===== src/rtl/uart_echo_engine.sv =====
// UART echo engine: receive, transform, buffer, retransmit, with XON/XOFF pause and sticky overflow.
// Define UART_ECHO_STATS_EN to add the rx_byte_count / tx_byte_count ports.

// Generic synchronous FIFO with first-word-fall-through read data.
// Latency: enqueued word is visible at deq_dat one cycle after the enqueue edge.
// Backpressure: enq_rdy drops when full; deq_vld drops when empty.
module fifo #(
    parameter int WIDTH    = 8,
    parameter int LOGDEPTH = 2
) (
    input  logic             clk,
    input  logic             rst,
    input  logic             enq_vld,
    output logic             enq_rdy,
    input  logic [WIDTH-1:0] enq_dat,
    output logic             deq_vld,
    input  logic             deq_rdy,
    output logic [WIDTH-1:0] deq_dat
);
    localparam int DEPTH = 1 << LOGDEPTH;
    localparam int AW    = (LOGDEPTH > 0) ? LOGDEPTH : 1;

    logic [WIDTH-1:0]  mem [DEPTH];
    logic [AW-1:0]     wr_ptr;
    logic [AW-1:0]     rd_ptr;
    logic [LOGDEPTH:0] count;
    logic              do_enq;
    logic              do_deq;

    function automatic logic [AW-1:0] next_ptr(input logic [AW-1:0] p);
        return (p == AW'(DEPTH - 1)) ? '0 : p + 1'b1;
    endfunction

    assign enq_rdy = (count != (LOGDEPTH + 1)'(DEPTH));
    assign deq_vld = (count != '0);
    assign deq_dat = mem[rd_ptr];
    assign do_enq  = enq_vld && enq_rdy;
    assign do_deq  = deq_vld && deq_rdy;

    always_ff @(posedge clk) begin
        if (rst) begin
            wr_ptr <= '0;
            rd_ptr <= '0;
            count  <= '0;
        end else begin
            if (do_enq) wr_ptr <= next_ptr(wr_ptr);
            if (do_deq) rd_ptr <= next_ptr(rd_ptr);
            case ({do_enq, do_deq})
                2'b10:   count <= count + 1'b1;
                2'b01:   count <= count - 1'b1;
                default: count <= count;
            endcase
        end
    end

    always_ff @(posedge clk) begin
        if (do_enq) mem[wr_ptr] <= enq_dat;
    end
endmodule

// UART receiver, 8N1, mid-bit sampling behind a two-flop synchronizer.
// Latency: data_out_valid rises one cycle after the middle of the stop bit.
// Backpressure: data_out_valid holds until data_out_ready; a newer byte overwrites it.
module uart_receiver #(
    parameter int CLOCK_FREQ = 100_000_000,
    parameter int BAUD_RATE  = 115_200
) (
    input  logic       clk,
    input  logic       rst,
    input  logic       serial_in,
    output logic [7:0] data_out,
    output logic       data_out_valid,
    input  logic       data_out_ready
);
    localparam int CPB = CLOCK_FREQ / BAUD_RATE;
    localparam int CW  = $clog2(CPB + 1);

    typedef enum logic [1:0] {RX_IDLE, RX_START, RX_DATA, RX_STOP} rx_state_t;

    rx_state_t     state, state_nxt;
    logic [CW-1:0] cnt, cnt_nxt;
    logic [2:0]    bit_idx, bit_idx_nxt;
    logic [7:0]    shreg, shreg_nxt;
    logic [7:0]    dat_nxt;
    logic          vld_nxt;
    logic [1:0]    sync;
    logic          rx_s;

    assign rx_s = sync[1];

    always_ff @(posedge clk) begin
        if (rst) begin
            state          <= RX_IDLE;
            cnt            <= '0;
            bit_idx        <= '0;
            shreg          <= '0;
            sync           <= 2'b11;
            data_out       <= '0;
            data_out_valid <= 1'b0;
        end else begin
            state          <= state_nxt;
            cnt            <= cnt_nxt;
            bit_idx        <= bit_idx_nxt;
            shreg          <= shreg_nxt;
            sync           <= {sync[0], serial_in};
            data_out       <= dat_nxt;
            data_out_valid <= vld_nxt;
        end
    end

    always_comb begin
        state_nxt   = state;
        cnt_nxt     = cnt;
        bit_idx_nxt = bit_idx;
        shreg_nxt   = shreg;
        dat_nxt     = data_out;
        vld_nxt     = data_out_valid && !data_out_ready;
        case (state)
            RX_IDLE: begin
                if (!rx_s) begin
                    state_nxt = RX_START;
                    cnt_nxt   = '0;
                end
            end
            RX_START: begin
                // Re-check the start bit at its midpoint to reject glitches.
                if (cnt == CW'(CPB / 2 - 1)) begin
                    cnt_nxt     = '0;
                    bit_idx_nxt = '0;
                    state_nxt   = rx_s ? RX_IDLE : RX_DATA;
                end else begin
                    cnt_nxt = cnt + 1'b1;
                end
            end
            RX_DATA: begin
                if (cnt == CW'(CPB - 1)) begin
                    cnt_nxt     = '0;
                    shreg_nxt   = {rx_s, shreg[7:1]};
                    bit_idx_nxt = bit_idx + 3'd1;
                    if (bit_idx == 3'd7) state_nxt = RX_STOP;
                end else begin
                    cnt_nxt = cnt + 1'b1;
                end
            end
            RX_STOP: begin
                if (cnt == CW'(CPB - 1)) begin
                    state_nxt = RX_IDLE;
                    if (rx_s) begin
                        vld_nxt = 1'b1;
                        dat_nxt = shreg;
                    end
                end else begin
                    cnt_nxt = cnt + 1'b1;
                end
            end
            default: state_nxt = RX_IDLE;
        endcase
    end
endmodule

// UART transmitter, 8N1, registered line output.
// Latency: start bit appears on serial_out on the edge that accepts the byte.
// Backpressure: data_in_ready is high only while idle, i.e. once per full frame.
module uart_transmitter #(
    parameter int CLOCK_FREQ = 100_000_000,
    parameter int BAUD_RATE  = 115_200
) (
    input  logic       clk,
    input  logic       rst,
    input  logic [7:0] data_in,
    input  logic       data_in_valid,
    output logic       data_in_ready,
    output logic       serial_out
);
    localparam int CPB = CLOCK_FREQ / BAUD_RATE;
    localparam int CW  = $clog2(CPB + 1);

    typedef enum logic {TX_IDLE, TX_BUSY} tx_state_t;

    tx_state_t     state, state_nxt;
    logic [CW-1:0] cnt, cnt_nxt;
    logic [3:0]    idx, idx_nxt;
    logic [8:0]    shreg, shreg_nxt;
    logic          line_nxt;

    assign data_in_ready = (state == TX_IDLE);

    always_ff @(posedge clk) begin
        if (rst) begin
            state      <= TX_IDLE;
            cnt        <= '0;
            idx        <= '0;
            shreg      <= '1;
            serial_out <= 1'b1;
        end else begin
            state      <= state_nxt;
            cnt        <= cnt_nxt;
            idx        <= idx_nxt;
            shreg      <= shreg_nxt;
            serial_out <= line_nxt;
        end
    end

    always_comb begin
        state_nxt = state;
        cnt_nxt   = cnt;
        idx_nxt   = idx;
        shreg_nxt = shreg;
        line_nxt  = serial_out;
        case (state)
            TX_IDLE: begin
                line_nxt = 1'b1;
                if (data_in_valid) begin
                    shreg_nxt = {1'b1, data_in};
                    line_nxt  = 1'b0;
                    cnt_nxt   = '0;
                    idx_nxt   = '0;
                    state_nxt = TX_BUSY;
                end
            end
            TX_BUSY: begin
                // idx counts finished bit periods; period 9 is the stop bit.
                if (cnt == CW'(CPB - 1)) begin
                    cnt_nxt = '0;
                    if (idx == 4'd9) begin
                        state_nxt = TX_IDLE;
                    end else begin
                        line_nxt  = shreg[0];
                        shreg_nxt = {1'b1, shreg[8:1]};
                        idx_nxt   = idx + 4'd1;
                    end
                end else begin
                    cnt_nxt = cnt + 1'b1;
                end
            end
            default: state_nxt = TX_IDLE;
        endcase
    end
endmodule

// Echo top: RX -> flow-control filter -> case transform stage -> FIFO -> TX.
// Latency: byte enqueued 2 edges after RX valid; TX start up to 4 cycles later when idle.
// Backpressure: none toward RX (bytes dropped when full, overflow sticky); XOFF holds dequeue.
module uart_echo_engine #(
    parameter int CLOCK_FREQ = 100_000_000,
    parameter int BAUD_RATE  = 115_200,
    parameter int LOGDEPTH   = 8
) (
    input  logic                clk,
    input  logic                rst,
    input  logic                serial_in,
    output logic                serial_out,
    input  logic [1:0]          mode,
    input  logic                xonxoff_en,
    input  logic                clear_overflow,
    output logic                tx_paused,
    output logic                overflow,
    output logic [LOGDEPTH:0]   fifo_count
`ifdef UART_ECHO_STATS_EN
    ,
    output logic [15:0]         rx_byte_count,
    output logic [15:0]         tx_byte_count
`endif
);
    logic [7:0] rx_dat;
    logic       rx_vld;
    logic       is_ctrl;
    logic       stage_vld;
    logic [7:0] stage_dat;
    logic       enq_rdy;
    logic       enq;
    logic       drop;
    logic       deq_vld;
    logic [7:0] deq_dat;
    logic       tx_rdy;
    logic       deq;

    function automatic logic [7:0] xform(input logic [7:0] b, input logic [1:0] m);
        logic upper;
        logic lower;
        upper = (b >= 8'h41) && (b <= 8'h5A);
        lower = (b >= 8'h61) && (b <= 8'h7A);
        case (m)
            2'b01:   return (upper || lower) ? (b ^ 8'h20) : b;
            2'b10:   return lower ? (b & 8'hDF) : b;
            2'b11:   return upper ? (b | 8'h20) : b;
            default: return b;
        endcase
    endfunction

    uart_receiver #(.CLOCK_FREQ(CLOCK_FREQ), .BAUD_RATE(BAUD_RATE)) u_rx (
        .clk(clk), .rst(rst), .serial_in(serial_in),
        .data_out(rx_dat), .data_out_valid(rx_vld), .data_out_ready(1'b1)
    );

    fifo #(.WIDTH(8), .LOGDEPTH(LOGDEPTH)) u_fifo (
        .clk(clk), .rst(rst),
        .enq_vld(stage_vld), .enq_rdy(enq_rdy), .enq_dat(stage_dat),
        .deq_vld(deq_vld), .deq_rdy(tx_rdy && !tx_paused), .deq_dat(deq_dat)
    );

    uart_transmitter #(.CLOCK_FREQ(CLOCK_FREQ), .BAUD_RATE(BAUD_RATE)) u_tx (
        .clk(clk), .rst(rst), .data_in(deq_dat), .data_in_valid(deq_vld && !tx_paused),
        .data_in_ready(tx_rdy), .serial_out(serial_out)
    );

    assign is_ctrl = xonxoff_en && ((rx_dat == 8'h11) || (rx_dat == 8'h13));
    assign enq     = stage_vld && enq_rdy;
    assign drop    = stage_vld && !enq_rdy;
    assign deq     = deq_vld && tx_rdy && !tx_paused;

    always_ff @(posedge clk) begin
        if (rst) begin
            tx_paused  <= 1'b0;
            stage_vld  <= 1'b0;
            stage_dat  <= '0;
            overflow   <= 1'b0;
            fifo_count <= '0;
        end else begin
            if (!xonxoff_en)                     tx_paused <= 1'b0;
            else if (rx_vld && rx_dat == 8'h13) tx_paused <= 1'b1;
            else if (rx_vld && rx_dat == 8'h11) tx_paused <= 1'b0;
            stage_vld <= rx_vld && !is_ctrl;
            if (rx_vld) stage_dat <= xform(rx_dat, mode);
            // A drop in the same cycle as a clear keeps the flag set.
            if (drop)                overflow <= 1'b1;
            else if (clear_overflow) overflow <= 1'b0;
            case ({enq, deq})
                2'b10:   fifo_count <= fifo_count + 1'b1;
                2'b01:   fifo_count <= fifo_count - 1'b1;
                default: fifo_count <= fifo_count;
            endcase
        end
    end

`ifdef UART_ECHO_STATS_EN
    always_ff @(posedge clk) begin
        if (rst) begin
            rx_byte_count <= '0;
            tx_byte_count <= '0;
        end else begin
            if (rx_vld) rx_byte_count <= rx_byte_count + 16'd1;
            if (deq)    tx_byte_count <= tx_byte_count + 16'd1;
        end
    end
`endif
endmodule


===== config.mk =====
export PLATFORM = sky130hd
export DESIGN_NAME = uart_echo_engine
export DESIGN_NICKNAME = d
export VERILOG_FILES = /design/src/rtl/uart_echo_engine.sv
export SDC_FILE = /design/constraint.sdc
export NUM_CORES = 2
export LEC_CHECK = 0
export CAP_MARGIN = 25
export CORE_MARGIN = 10
export CORE_UTILIZATION = 35
export DETAILED_ROUTE_END_ITERATION = 10
export PLACE_DENSITY = 0.54
export SYNTH_ARGS = -nofsm -noshare
export SYNTH_HDL_FRONTEND = slang
export SYNTH_SLANG_ARGS = --single-unit

===== constraint.sdc =====
create_clock -name clk -period 8.46 [get_ports clk]
set_input_delay 2.115 -clock clk [delete_from_list [all_inputs] [get_ports clk]]
set_output_delay 2.115 -clock clk [all_outputs]
set_load 0.005 [all_outputs]

==> out/metrics.cfg <==
[synthesis]
synth_edf_count = 2048
mappedNetlistNets = 4156
syn_inst = 4114
synth_flop_cell = edfxtp_1
netlist_area_um2 = 84500
yosysWarnings = 0
yosys.area_share.simple_pct = 3.58
synth_top_family_by_area = multiplexers
ys_ff_latch = 2159
synth_compound_area_share_pct = 2.17
async_reset_ff_share_pct = 0
synthXorXnorAreaFrac_pct = 0.321
yosys-mux-area-fraction_pct = 16.5
synth_cell_types = 61
synthAdderAreaFrac_pct = 0.536
ys_seq_area_share_pct = 75.4
avgSynthCellArea_um2 = 20.5

[floorplan]
coreArea_um2 = 240000
std_cell_rows = 180
die_h_um = 511
start_util_pct = 35.2
die_area_um2 = 262000
die_w_um = 511
pin_count = 19

[sta]
holdWs_ns = 0.408
rsz0062_at_grt = no
slew_viol_final = 0
max_slew_margin_pct = 19.8
finalClockSkew_ns = 0.0441
fin_crit_ns = 4.67
fin_crit_sh_pct = 55.2
fmax_mhz = 214
tns_ns = 0
worst_slew_pin_slew_ns = 1.20
finalHoldViolCount = 0
setup_violations = 0

[critical_path]
cp_slowest_cell = and2_1
cpMostUsedCell = a21oi_1
slowest_delay_ns = 0.77
path_depth = 15
required_ns = 9.23
worstSetupPathType = reg2reg
crit_buf_inv = 1
worstReg2RegEnd = u_fifo.count[8]$_SDFFE_PP0P_
worstSetupStartpoint = u_fifo.count[0]$_SDFFE_PP0P_
rr_worst_depth = 15
r2r_start = u_fifo.count[0]$_SDFFE_PP0P_
worst_setup_path_end_kind = flop
startpoint_type = flop
cpLargestDelayFamily = simple AND/OR/NAND/NOR gates
cp_cell_sequence = or4_1 > nor2_1 > nand2_1 > and2_1 > clkinv_1 > ha_1 > fa_1 > a21o_1 > a21oi_1 > nor2b_1 > o21a_1 > o41ai_1 > xor2_1 > or3_1 > a21oi_1
cp.arrival_ns = 5.44
crit_fanout = 20
endpoint = u_fifo.count[8]$_SDFFE_PP0P_
r2r_slack_ns = 3.79

[detailed_routing]
vias = 40400
drtIter0Drc = 4326
drc = 0
ant_nets = 0
drt-wirelength-per-cell_um = 27.4
dr.pass1.iters = 6
drt_wl_total_mm = 208
viasPerCell = 5.33

[cts]
clockBufferDepth = 3
clock_sinks = 2159
cts_tree = built
insertion_delay_ns = 0.87
clock-root-buffer = clkbuf_16
h-tree-depth = 4
ctsResizeCount = 0
numCtsBuffers = 221
clk_pin_slew_ns = 0.06
hold_buffers = 0
cts_setup_buffers = 0

[placed_design]
dpl.cell_count = 7157
io_buffers = 18
place_area_um2 = 88300
hpwl_mm = 123
routabilityCongestion = 0.783

[global_route]
grt_first_pass_wirelength_mm = 301
use_met3_pct = 3.21
gr-total-overflow = 0
grt_max_degree = 181
grt.busiest_layer = met2
use_met2_pct = 24.8
first_global_vias = 41300
use_met1_pct = 21.6
grt_use_total_pct = 15.5
antenna_found_initial = 8

[final_layout]
area_growth_pct = 13.1
layout.cells.non_filler = 7572
drive_gt1_share_pct = 22.6
design_area_um2 = 95600
final_core_util_pct = 39.8
nets = 4238
fill_cells = 21200

[status]
status = finished clean

[hold_path]
worstHoldPathCells = 1
hold_path_class = reg2reg

[power_and_ir_drop]
power_density_nw_per_um2 = 276
power.leakage_nw = 28.5
irDropWorstVdd_uv = 244

[job]
maxCapViolations = 0

cell usage in the layout (no fill, tap or decap), drive strengths merged, types with 20 or more instances in the layout:
cell type and count:
a211oi 35, a21oi 70, a22oi 45, buf 73, bufinv 28, clkbuf 267, clkinv 103, dfxtp 111
edfxtp 2048, ha 33, inv 24, mux2i 113, mux4 563, nand2 85, nand3 47, nor2 374
nor2b 40, nor3 30, o21ai 47, xor2 20
metrics by stage:
step           total power [W]  worst slack [ns]
6_report                0.0263              3.79
5_1_grt                 0.0274              3.27
4_1_cts                 0.0267              3.78
3_5_place_dp            0.0169              3.83
3_3_place_gp            0.0169              3.77
2_1_floorplan           0.0157              4.21
report_power, final:
part / leakage, nW / switching (W) / internal (W) / total [W]
combinational: 5.51 / 0.00245 / 0.00238 / 0.00483
clock: 3.51 / 0.00406 / 0.00569 / 0.00976
sequential: 19.5 / 0.000170 / 0.0116 / 0.0118
synth_stat cells (5+ instances only):
library cell | number | area share, %
mux2i_1 | 113 | 1.3
nor2b_1 | 40 | 0.30
a22oi_1 | 45 | 0.40
o21ai_1 | 8 | 0.047
xnor2_1 | 11 | 0.11
a21oi_1 | 70 | 0.41
nor3_1 | 30 | 0.18
and4_1 | 6 | 0.062
nand4b_1 | 5 | 0.052
buf_1 | 17 | 0.076
or3_1 | 13 | 0.096
nand3_1 | 47 | 0.28
o211ai_1 | 7 | 0.062
or2_2 | 8 | 0.059
edfxtp_1 | 2048 | 73
clkbuf_1 | 101 | 0.45
buf_6 | 21 | 0.28
nor2_1 | 374 | 1.7
a211oi_1 | 35 | 0.31
and2_1 | 5 | 0.037
mux4_2 | 563 | 15
and3_1 | 16 | 0.12
nand2b_1 | 10 | 0.074
nand4_1 | 12 | 0.089
o22ai_1 | 16 | 0.12
dfxtp_1 | 111 | 2.6
nand2_1 | 85 | 0.38
xor2_1 | 20 | 0.21
mux2_2 | 9 | 0.12
buf_4 | 31 | 0.28
o221ai_1 | 17 | 0.18
inv_1 | 19 | 0.084
a2111oi_0 | 6 | 0.062
ha_1 | 33 | 0.49
or4_1 | 7 | 0.062
a31oi_1 | 6 | 0.044
buf_2 | 61 | 0.36
o21ai_0 | 39 | 0.23
worst min path at each step:
stage | start | endpoint | slack [ns]
2_1_floorplan | u_rx.sync[0]$_SDFF_PP1_ | u_rx.sync[1]$_SDFF_PP1_ | 0.39
3_3_place_gp | u_rx.sync[0]$_SDFF_PP1_ | u_rx.sync[1]$_SDFF_PP1_ | 0.41
3_5_place_dp | u_rx.sync[0]$_SDFF_PP1_ | u_rx.sync[1]$_SDFF_PP1_ | 0.41
4_1_cts | u_rx.sync[0]$_SDFF_PP1_ | u_rx.sync[1]$_SDFF_PP1_ | 0.41
5_1_grt | u_rx.sync[0]$_SDFF_PP1_ | u_rx.sync[1]$_SDFF_PP1_ | 0.44
6_report | u_rx.sync[0]$_SDFF_PP1_ | u_rx.sync[1]$_SDFF_PP1_ | 0.41
area by class of cell:
class                           instances  area, um^2  share of cell area [%]
Multi-Input combinational cell       1704       19600                    20.5
Sequential cell                      2159       63800                    66.7
Tap cell                             3185        3990                    4.17
Clock buffer                          267        5790                    6.06
Inverter                               20        75.1                  0.0785
Timing Repair Buffer                   90         943                   0.987
Antenna cell                            3        7.51                 0.00785
Clock inverter                        144        1430                    1.49
registers in the layout (all words and copies together) (netlist names), 2 cells and up, named ones only:
| register | flops |
|---|---|
| stage_dat | 8 |
| u_tx.idx | 4 |
| u_rx.bit_idx | 3 |
| u_fifo.rd_ptr | 8 |
| u_fifo.count | 9 |
| u_rx.cnt | 10 |
| u_rx.data_out | 8 |
| u_fifo.wr_ptr | 8 |
| u_tx.cnt | 10 |
| u_tx.shreg | 8 |
| u_rx.shreg | 8 |
| u_rx.sync | 2 |
| u_fifo.mem | 2048 |
| fifo_count | 9 |
metal layers:
| layer | up-vias | share of wire (%) |
|---|---|---|
| met4 | 0 | 2.2 |
| li1 | 17200 | - |
| met1 | 21600 | 43 |
| met2 | 1363 | 48 |
| met3 | 270 | 6.9 |
| met5 | - | 0 |
cells by family (layout without fill, tap and decap cells):
group                    after synthesis  after routing
flip-flops                          2159           2159
multiplexers                         685            685
AND/OR/NAND/NOR                      673            673
AO/OA/AOI/OAI                        280            280
buffers and inverters                251            521
adder cells (fa/ha/maj)               35             35
XOR/XNOR                              31             31
other                                  0              3
(Power assumes the default switching activity.)
